[config.mk]
export PLATFORM = sky130hd
export DESIGN_NAME = sa_mm_sequencer
export DESIGN_NICKNAME = d
export VERILOG_FILES = /design/src/rtl/sa_pkg.sv /design/src/rtl/sa_skew_feeder.sv /design/src/rtl/sa_mm_sequencer.sv
export SDC_FILE = /design/constraint.sdc
export NUM_CORES = 1
export LEC_CHECK = 0
export CORE_ASPECT_RATIO = 0.9
export CORE_MARGIN = 2
export CORE_UTILIZATION = 47
export DETAILED_ROUTE_END_ITERATION = 10
export PLACE_DENSITY_LB_ADDON = 0.3
export SLEW_MARGIN = 20
export SYNTH_ARGS = -nofsm -noshare
export SYNTH_HDL_FRONTEND = slang
export SYNTH_SLANG_ARGS = --single-unit
[constraint.sdc]
create_clock -name clk -period 6 [get_ports clk]
set_clock_uncertainty 0.05 [all_clocks]
set_input_delay 1.2 -clock clk [delete_from_list [all_inputs] [get_ports clk]]
set_output_delay 1.2 -clock clk [all_outputs]
set_load 0.01 [all_outputs]
[src/rtl/sa_pkg.sv]
// Shared types and constants for the 3x3 systolic matrix-multiply sequencer.
package sa_pkg;

    localparam int DW_DEF      = 8;
    localparam int RW_DEF      = 2 * DW_DEF + 1;
    localparam int RUN_LEN_DEF = 8;
    localparam int N_DIAG      = 5;

    localparam logic [N_DIAG-1:0] MASK_ALL = '1;

    typedef enum logic [2:0] {
        IDLE,
        LOAD,
        RUN,
        DRAIN,
        DONE
    } state_e;

    // Position of C[i][j] in the flattened result vector.
    function automatic int flat_idx(input int i, input int j);
        return 3 * i + j;
    endfunction

    // Anti-diagonal (valid strobe number) that produces C[i][j].
    function automatic logic [2:0] diag_of(input int i, input int j);
        return 3'(i + j);
    endfunction

endpackage

[src/rtl/sa_skew_feeder.sv]
// Operand register file for A and B plus the time-indexed skew mux that
// drives the array's x (row) and y (column) lanes.
module sa_skew_feeder
    import sa_pkg::*;
#(
    parameter int DW = DW_DEF,
    parameter int TW = 4
) (
    input  logic            clk,
    input  logic            rst_n,
    input  logic            wr_en_i,
    input  logic [1:0]      wr_idx_i,
    input  logic [3*DW-1:0] wr_a_row_i,
    input  logic [3*DW-1:0] wr_b_col_i,
    input  logic            feed_en_i,
    input  logic [TW-1:0]   feed_t_i,
    output logic [DW-1:0]   x1_o,
    output logic [DW-1:0]   x2_o,
    output logic [DW-1:0]   x3_o,
    output logic [DW-1:0]   y1_o,
    output logic [DW-1:0]   y2_o,
    output logic [DW-1:0]   y3_o
);

    logic [DW-1:0] a_q [3][3];
    logic [DW-1:0] b_q [3][3];
    logic [DW-1:0] x_d [3];
    logic [DW-1:0] y_d [3];
    logic [DW-1:0] x_q [3];
    logic [DW-1:0] y_q [3];

    // Beat k writes row k of A and column k of B.
    // NOTE: the operand file has no reset; all nine cells of both matrices
    // are rewritten by every job before the skew mux reads them.
    // NOTE: sequential state uses <= so every flop samples pre-edge values.
    always_ff @(posedge clk) begin
        if (wr_en_i) begin
            for (int e = 0; e < 3; e++) begin
                a_q[wr_idx_i][e] <= wr_a_row_i[e*DW +: DW];
                b_q[e][wr_idx_i] <= wr_b_col_i[e*DW +: DW];
            end
        end
    end

    // Select the operand each lane carries in the upcoming run cycle.
    // NOTE: lanes default to zero first so no path through the mux leaves a
    // latch behind.
    always_comb begin
        for (int l = 0; l < 3; l++) begin
            x_d[l] = '0;
            y_d[l] = '0;
        end
        if (feed_en_i) begin
            for (int l = 0; l < 3; l++) begin
                for (int k = 0; k < 3; k++) begin
                    if (feed_t_i == TW'(l + k)) begin
                        x_d[l] = a_q[l][k];
                        y_d[l] = b_q[k][l];
                    end
                end
            end
        end
    end

    // Lane registers: the skewed operand is valid during the run cycle it belongs to.
    always_ff @(posedge clk or negedge rst_n) begin
        if (!rst_n) begin
            for (int l = 0; l < 3; l++) begin
                x_q[l] <= '0;
                y_q[l] <= '0;
            end
        end else begin
            for (int l = 0; l < 3; l++) begin
                x_q[l] <= x_d[l];
                y_q[l] <= y_d[l];
            end
        end
    end

    assign x1_o = x_q[0];
    assign x2_o = x_q[1];
    assign x3_o = x_q[2];
    assign y1_o = y_q[0];
    assign y2_o = y_q[1];
    assign y3_o = y_q[2];

endmodule

[src/rtl/sa_mm_sequencer.sv]
// Job sequencer for the 3x3 signed systolic multiplier: loads A and B, runs
// the array with skewed operands, captures C per anti-diagonal strobe and
// hands the result matrix out over a valid/ready port. One job in flight.
module sa_mm_sequencer
    import sa_pkg::*;
#(
    parameter int DW      = DW_DEF,
    parameter int RUN_LEN = RUN_LEN_DEF
) (
    input  logic              clk,
    input  logic              rst_n,
    input  logic              in_valid,
    output logic              in_ready,
    input  logic [3*DW-1:0]   in_a_row,
    input  logic [3*DW-1:0]   in_b_col,
    output logic              sa_start,
    output logic [DW-1:0]     sa_x1,
    output logic [DW-1:0]     sa_x2,
    output logic [DW-1:0]     sa_x3,
    output logic [DW-1:0]     sa_y1,
    output logic [DW-1:0]     sa_y2,
    output logic [DW-1:0]     sa_y3,
    input  logic              sa_v0,
    input  logic              sa_v1,
    input  logic              sa_v2,
    input  logic              sa_v3,
    input  logic              sa_v4,
    input  logic [2*DW:0]     sa_c11,
    input  logic [2*DW:0]     sa_c12,
    input  logic [2*DW:0]     sa_c13,
    input  logic [2*DW:0]     sa_c21,
    input  logic [2*DW:0]     sa_c22,
    input  logic [2*DW:0]     sa_c23,
    input  logic [2*DW:0]     sa_c31,
    input  logic [2*DW:0]     sa_c32,
    input  logic [2*DW:0]     sa_c33,
    output logic              out_valid,
    input  logic              out_ready,
    output logic [9*(2*DW+1)-1:0] out_c,
    output logic              busy
);

    localparam int RW = 2 * DW + 1;
    localparam int TW = $clog2(RUN_LEN + 1);

    state_e            state_q, state_d;
    logic [1:0]        beat_q, beat_d;
    logic [TW-1:0]     run_q, run_d;
    logic [N_DIAG-1:0] mask_q, mask_d;
    logic [9*RW-1:0]   out_c_q, out_c_d;
    logic              in_ready_q;

    logic [N_DIAG-1:0] strobe;
    logic [N_DIAG-1:0] capture;
    logic [RW-1:0]     c_in [9];
    logic              accept;

    assign strobe = {sa_v4, sa_v3, sa_v2, sa_v1, sa_v0};

    assign c_in[0] = sa_c11;
    assign c_in[1] = sa_c12;
    assign c_in[2] = sa_c13;
    assign c_in[3] = sa_c21;
    assign c_in[4] = sa_c22;
    assign c_in[5] = sa_c23;
    assign c_in[6] = sa_c31;
    assign c_in[7] = sa_c32;
    assign c_in[8] = sa_c33;

    assign accept = in_valid & in_ready_q;

    // Next-state logic: load three beats, run for RUN_LEN cycles, drain, then
    // either offer the result or drop the job if a diagonal never arrived.
    always_comb begin
        state_d = state_q;
        beat_d  = beat_q;
        run_d   = run_q;
        unique case (state_q)
            IDLE: begin
                if (accept) begin
                    beat_d  = 2'd1;
                    state_d = LOAD;
                end
            end
            LOAD: begin
                if (accept) begin
                    if (beat_q == 2'd2) begin
                        beat_d  = 2'd0;
                        run_d   = '0;
                        state_d = RUN;
                    end else begin
                        beat_d = beat_q + 2'd1;
                    end
                end
            end
            RUN: begin
                if (run_q == TW'(RUN_LEN - 1)) begin
                    run_d   = '0;
                    state_d = DRAIN;
                end else begin
                    run_d = run_q + 1'b1;
                end
            end
            DRAIN: begin
                state_d = (mask_q == MASK_ALL) ? DONE : IDLE;
            end
            DONE: begin
                if (out_ready) begin
                    state_d = IDLE;
                end
            end
            default: state_d = IDLE;
        endcase
    end

    // Result capture: first strobe per diagonal during RUN wins; the mask
    // restarts whenever the sequencer returns to IDLE.
    always_comb begin
        capture = (state_q == RUN) ? (strobe & ~mask_q) : '0;
        out_c_d = out_c_q;
        for (int i = 0; i < 3; i++) begin
            for (int j = 0; j < 3; j++) begin
                if (capture[diag_of(i, j)]) begin
                    out_c_d[flat_idx(i, j)*RW +: RW] = c_in[flat_idx(i, j)];
                end
            end
        end
        if (state_d == IDLE && state_q != IDLE) begin
            mask_d = '0;
        end else begin
            mask_d = mask_q | capture;
        end
    end

    // Control and result registers.
    always_ff @(posedge clk or negedge rst_n) begin
        if (!rst_n) begin
            state_q    <= IDLE;
            beat_q     <= '0;
            run_q      <= '0;
            mask_q     <= '0;
            out_c_q    <= '0;
            in_ready_q <= 1'b0;
        end else begin
            state_q    <= state_d;
            beat_q     <= beat_d;
            run_q      <= run_d;
            mask_q     <= mask_d;
            out_c_q    <= out_c_d;
            in_ready_q <= (state_d == IDLE) || (state_d == LOAD);
        end
    end

    sa_skew_feeder #(
        .DW (DW),
        .TW (TW)
    ) u_feeder (
        .clk        (clk),
        .rst_n      (rst_n),
        .wr_en_i    (accept),
        .wr_idx_i   (beat_q),
        .wr_a_row_i (in_a_row),
        .wr_b_col_i (in_b_col),
        .feed_en_i  (state_d == RUN),
        .feed_t_i   (run_d),
        .x1_o       (sa_x1),
        .x2_o       (sa_x2),
        .x3_o       (sa_x3),
        .y1_o       (sa_y1),
        .y2_o       (sa_y2),
        .y3_o       (sa_y3)
    );

    assign in_ready  = in_ready_q;
    assign sa_start  = (state_q == RUN);
    assign out_valid = (state_q == DONE);
    assign busy      = (state_q != IDLE);
    assign out_c     = out_c_q;

endmodule

==> flow_summary.toml <==
[run_status]
status = "completed"

[yosys]
synth_xor_area_share_pct = 0.06445
synthMuxAreaShare_pct = 12.68
syn_inst = 830
synthAdderAreaFrac_pct = 0.09207
ys_seq_elements = 360
synth.avg_cell_area_um2 = 16.37
yosysSeqAreaShare_pct = 71.60
synth_top_family_by_area = "multiplexers"
ys_types = 61
synth_edf_count = 144
yosys.area_share.simple_pct = 6.123
synth_area_mm2 = 0.01359
synthesis.nets = 1041
synthFlopType = "dfrtp_1"
ys.warnings.count = 0
synth_compound_area_share_pct = 7.007
synth-async-reset-ratio_pct = 60.00

[clocking]
cts_buffer_depth = 3
htreeDepth = 2
post_cts_buffers = 0
cts_root_buffer = "clkbuf_16"
hold_buffers = 0
numCtsBuffers = 38
clkSinkCount = 360
clk_latency_ns = 0.52
path_clk_slew_ns = 0.06
post_cts_resized = 0
cts_tree = "built"

[drt]
route.detailed.drc = 0
dr.pass1.iters = 5
num_vias = 8817
drt_first_iter_violations = 777
via_per_inst = 5.353
routed_wirelength_mm = 37.19
wl_per_cell_um = 22.58
ant_nets = 0

[global_routing]
antenna_found_initial = 6
grt_pass1_vias = 8762
grt_max_degree = 143
grt_pass1_wl_mm = 54.25
grt-ovfl-total = 0
grt_usage_pct = 24.14

[cells_and_area]
seq_area_mm2 = 0.009729
drive_gt1_share_pct = 20.47
area_growth_pct = 42.01
fillerInstances = 2027
layout.cells.most_common_list = "clkdlybuf4s50_1 (413), dfrtp_1 (216), mux2_2 (145)"
fin_nets = 1457
layout_commonest_cell = "clkdlybuf4s50_1"
multi_input_area_mm2 = 0.003551
layout.cells.non_filler = 1647

[die]
core-area_mm2 = 0.02864
ioPinCount = 415
die_w_um = 183.2
die_area_mm2 = 0.03029
row_count = 59
die_h_um = 165.3
start_util_pct = 47.44

[setup_path]
start_kind = "input port"
cp.arrival_ns = 4.25
cp.depth = 9
crit_slowest_cell = "a221oi_4"
crit_path_frequent_cell = "buf_4"
worst_path_largest_cell_delay_ns = 0.75
crit_family = "buffers and inverters"
end_kind = "flip-flop"
crit_type = "in -> reg"
required_ns = 6.37
r2r_cells = 6
path_buf_inv = 4
path_cells = "clkdlybuf4s50_1 > nand4b_1 > inv_2 > buf_4 > nand2_1 > a221oi_4 > buf_4 > o21ai_0 > nor3_1"
path_max_fanout = 51

[pwr]
vdd_drop_max_uv = 245.2
leakagePower_nw = 7.912
power.density_cell_area_mw_per_mm2 = 416.4
total_power_mw = 8.037

[place]
post-place-cells = 1572
gp_congestion = 0.8295
pre_cts_slack_ns = 1.606
portBuffers = 414
dpl.hpwl_mm = 26.08

[min_path]
hold_depth = 1
hold_path.class = "reg -> reg"

[timing]
setup_ws_ns = 2.122
finalSetupViolations = 0
fin_crit_ns = 3.878
finalHoldViolations = 0
slew-limit-headroom_pct = 29.35
max_slew.worst_pin.slew_ns = 1.056
finalMaxSlewViolations = 0
tns_ns = 0
rsz0062_at_grt = "false"
post-route-period-util_pct = 64.63
fmax_mhz = 257.9

[flow_run]
max_cap_violations = 0
-- report_power, final --
group,internal (mW),switching (mW)
Combinational,1.14,1.09
Sequential,3.14,0.286
Clock,1.43,0.947
-- Yosys cell counts (3+ instances only) --
cell | number | area (um^2)
a21oi_1 | 24 | 120.1
a221oi_1 | 6 | 52.55
a221oi_2 | 10 | 150.1
a22o_1 | 14 | 122.6
and2_1 | 4 | 25.02
buf_2 | 18 | 90.09
buf_4 | 11 | 82.58
buf_6 | 8 | 90.09
clkbuf_1 | 10 | 37.54
dfrtp_1 | 216 | 5405
edfxtp_1 | 144 | 4324
inv_1 | 4 | 15.01
mux2_1 | 8 | 90.09
mux2_2 | 145 | 1633
nand2_1 | 26 | 97.59
nor2_1 | 24 | 90.09
nor2_2 | 5 | 31.28
nor2b_1 | 3 | 18.77
nor3_1 | 40 | 200.2
nor3_2 | 10 | 100.1
nor4_1 | 16 | 100.1
o211a_1 | 14 | 140.1
o211ai_1 | 4 | 30.03
o21a_1 | 3 | 22.52
o21ai_0 | 16 | 80.08
-- logic make-up after synthesis --
family                     Yosys count
buffers and inverters               55
AOI/OAI and AO/OA                  111
muxes                              153
adders and majority gates            1
DFF                                360
xor gates and xnor gates             1
and+or+nand+nor                    149
-- final timing paths --
| check | start | to | slack [ns] |
|---|---|---|---|
| worst min register to register | out_c[96] | out_c[96] | 0.43 |
| worst min-delay path | out_c[96] | out_c[96] | 0.43 |
| worst max register to register | run_q[1] | u_feeder.y1_o[1] | 2.19 |
| worst max-delay path | in_valid | u_feeder.y2_o[0] | 2.12 |
| max in group asynchronous | rst_n | out_c[19] | 4.05 |
| min in group asynchronous | rst_n | out_c[114] | 0.61 |
-- routing by layer --
layer  global-route usage [%]  vias up  wire (um)
met5                        0        -          0
met3                    5.833       54       2838
li1                         -     3964          -
met1                    30.08     4425      14310
met4                    7.127        0        828
met2                    42.18      374      19210
-- state kept, by name (all words and copies together) (netlist names), named ones only --
name	count
u_feeder.a_q	72
state_q	3
u_feeder.b_q	72
run_q	3
u_feeder.y3_o	8
beat_q	2
u_feeder.y2_o	8
u_feeder.x1_o	8
u_feeder.x2_o	8
mask_q	5
in_ready	1
out_c	153
u_feeder.y1_o	8
u_feeder.x3_o	8
-- metrics by stage --
step	hold WS [ns]	area, um^2	utilization, %
6_report	0.4325	19300	67.38
5_1_grt	0.4470	19300	67.38
4_1_cts	0.4366	19280	67.32
3_5_place_dp	0.4237	18000	62.85
3_3_place_gp	0.4203	18000	62.85
2_1_floorplan	0.4222	13590	-
-- layout make-up --
class	count	share of cell area, %
Sequential cell	360	50.41
Timing Repair Buffer	424	21.95
Multi-Input combinational cell	415	18.40
Clock buffer	50	5.524
Tap cell	366	2.373
Clock inverter	19	1.115
Inverter	7	0.1426
Antenna cell	6	0.07780
Note: power is estimated with default switching activity, not from simulation.
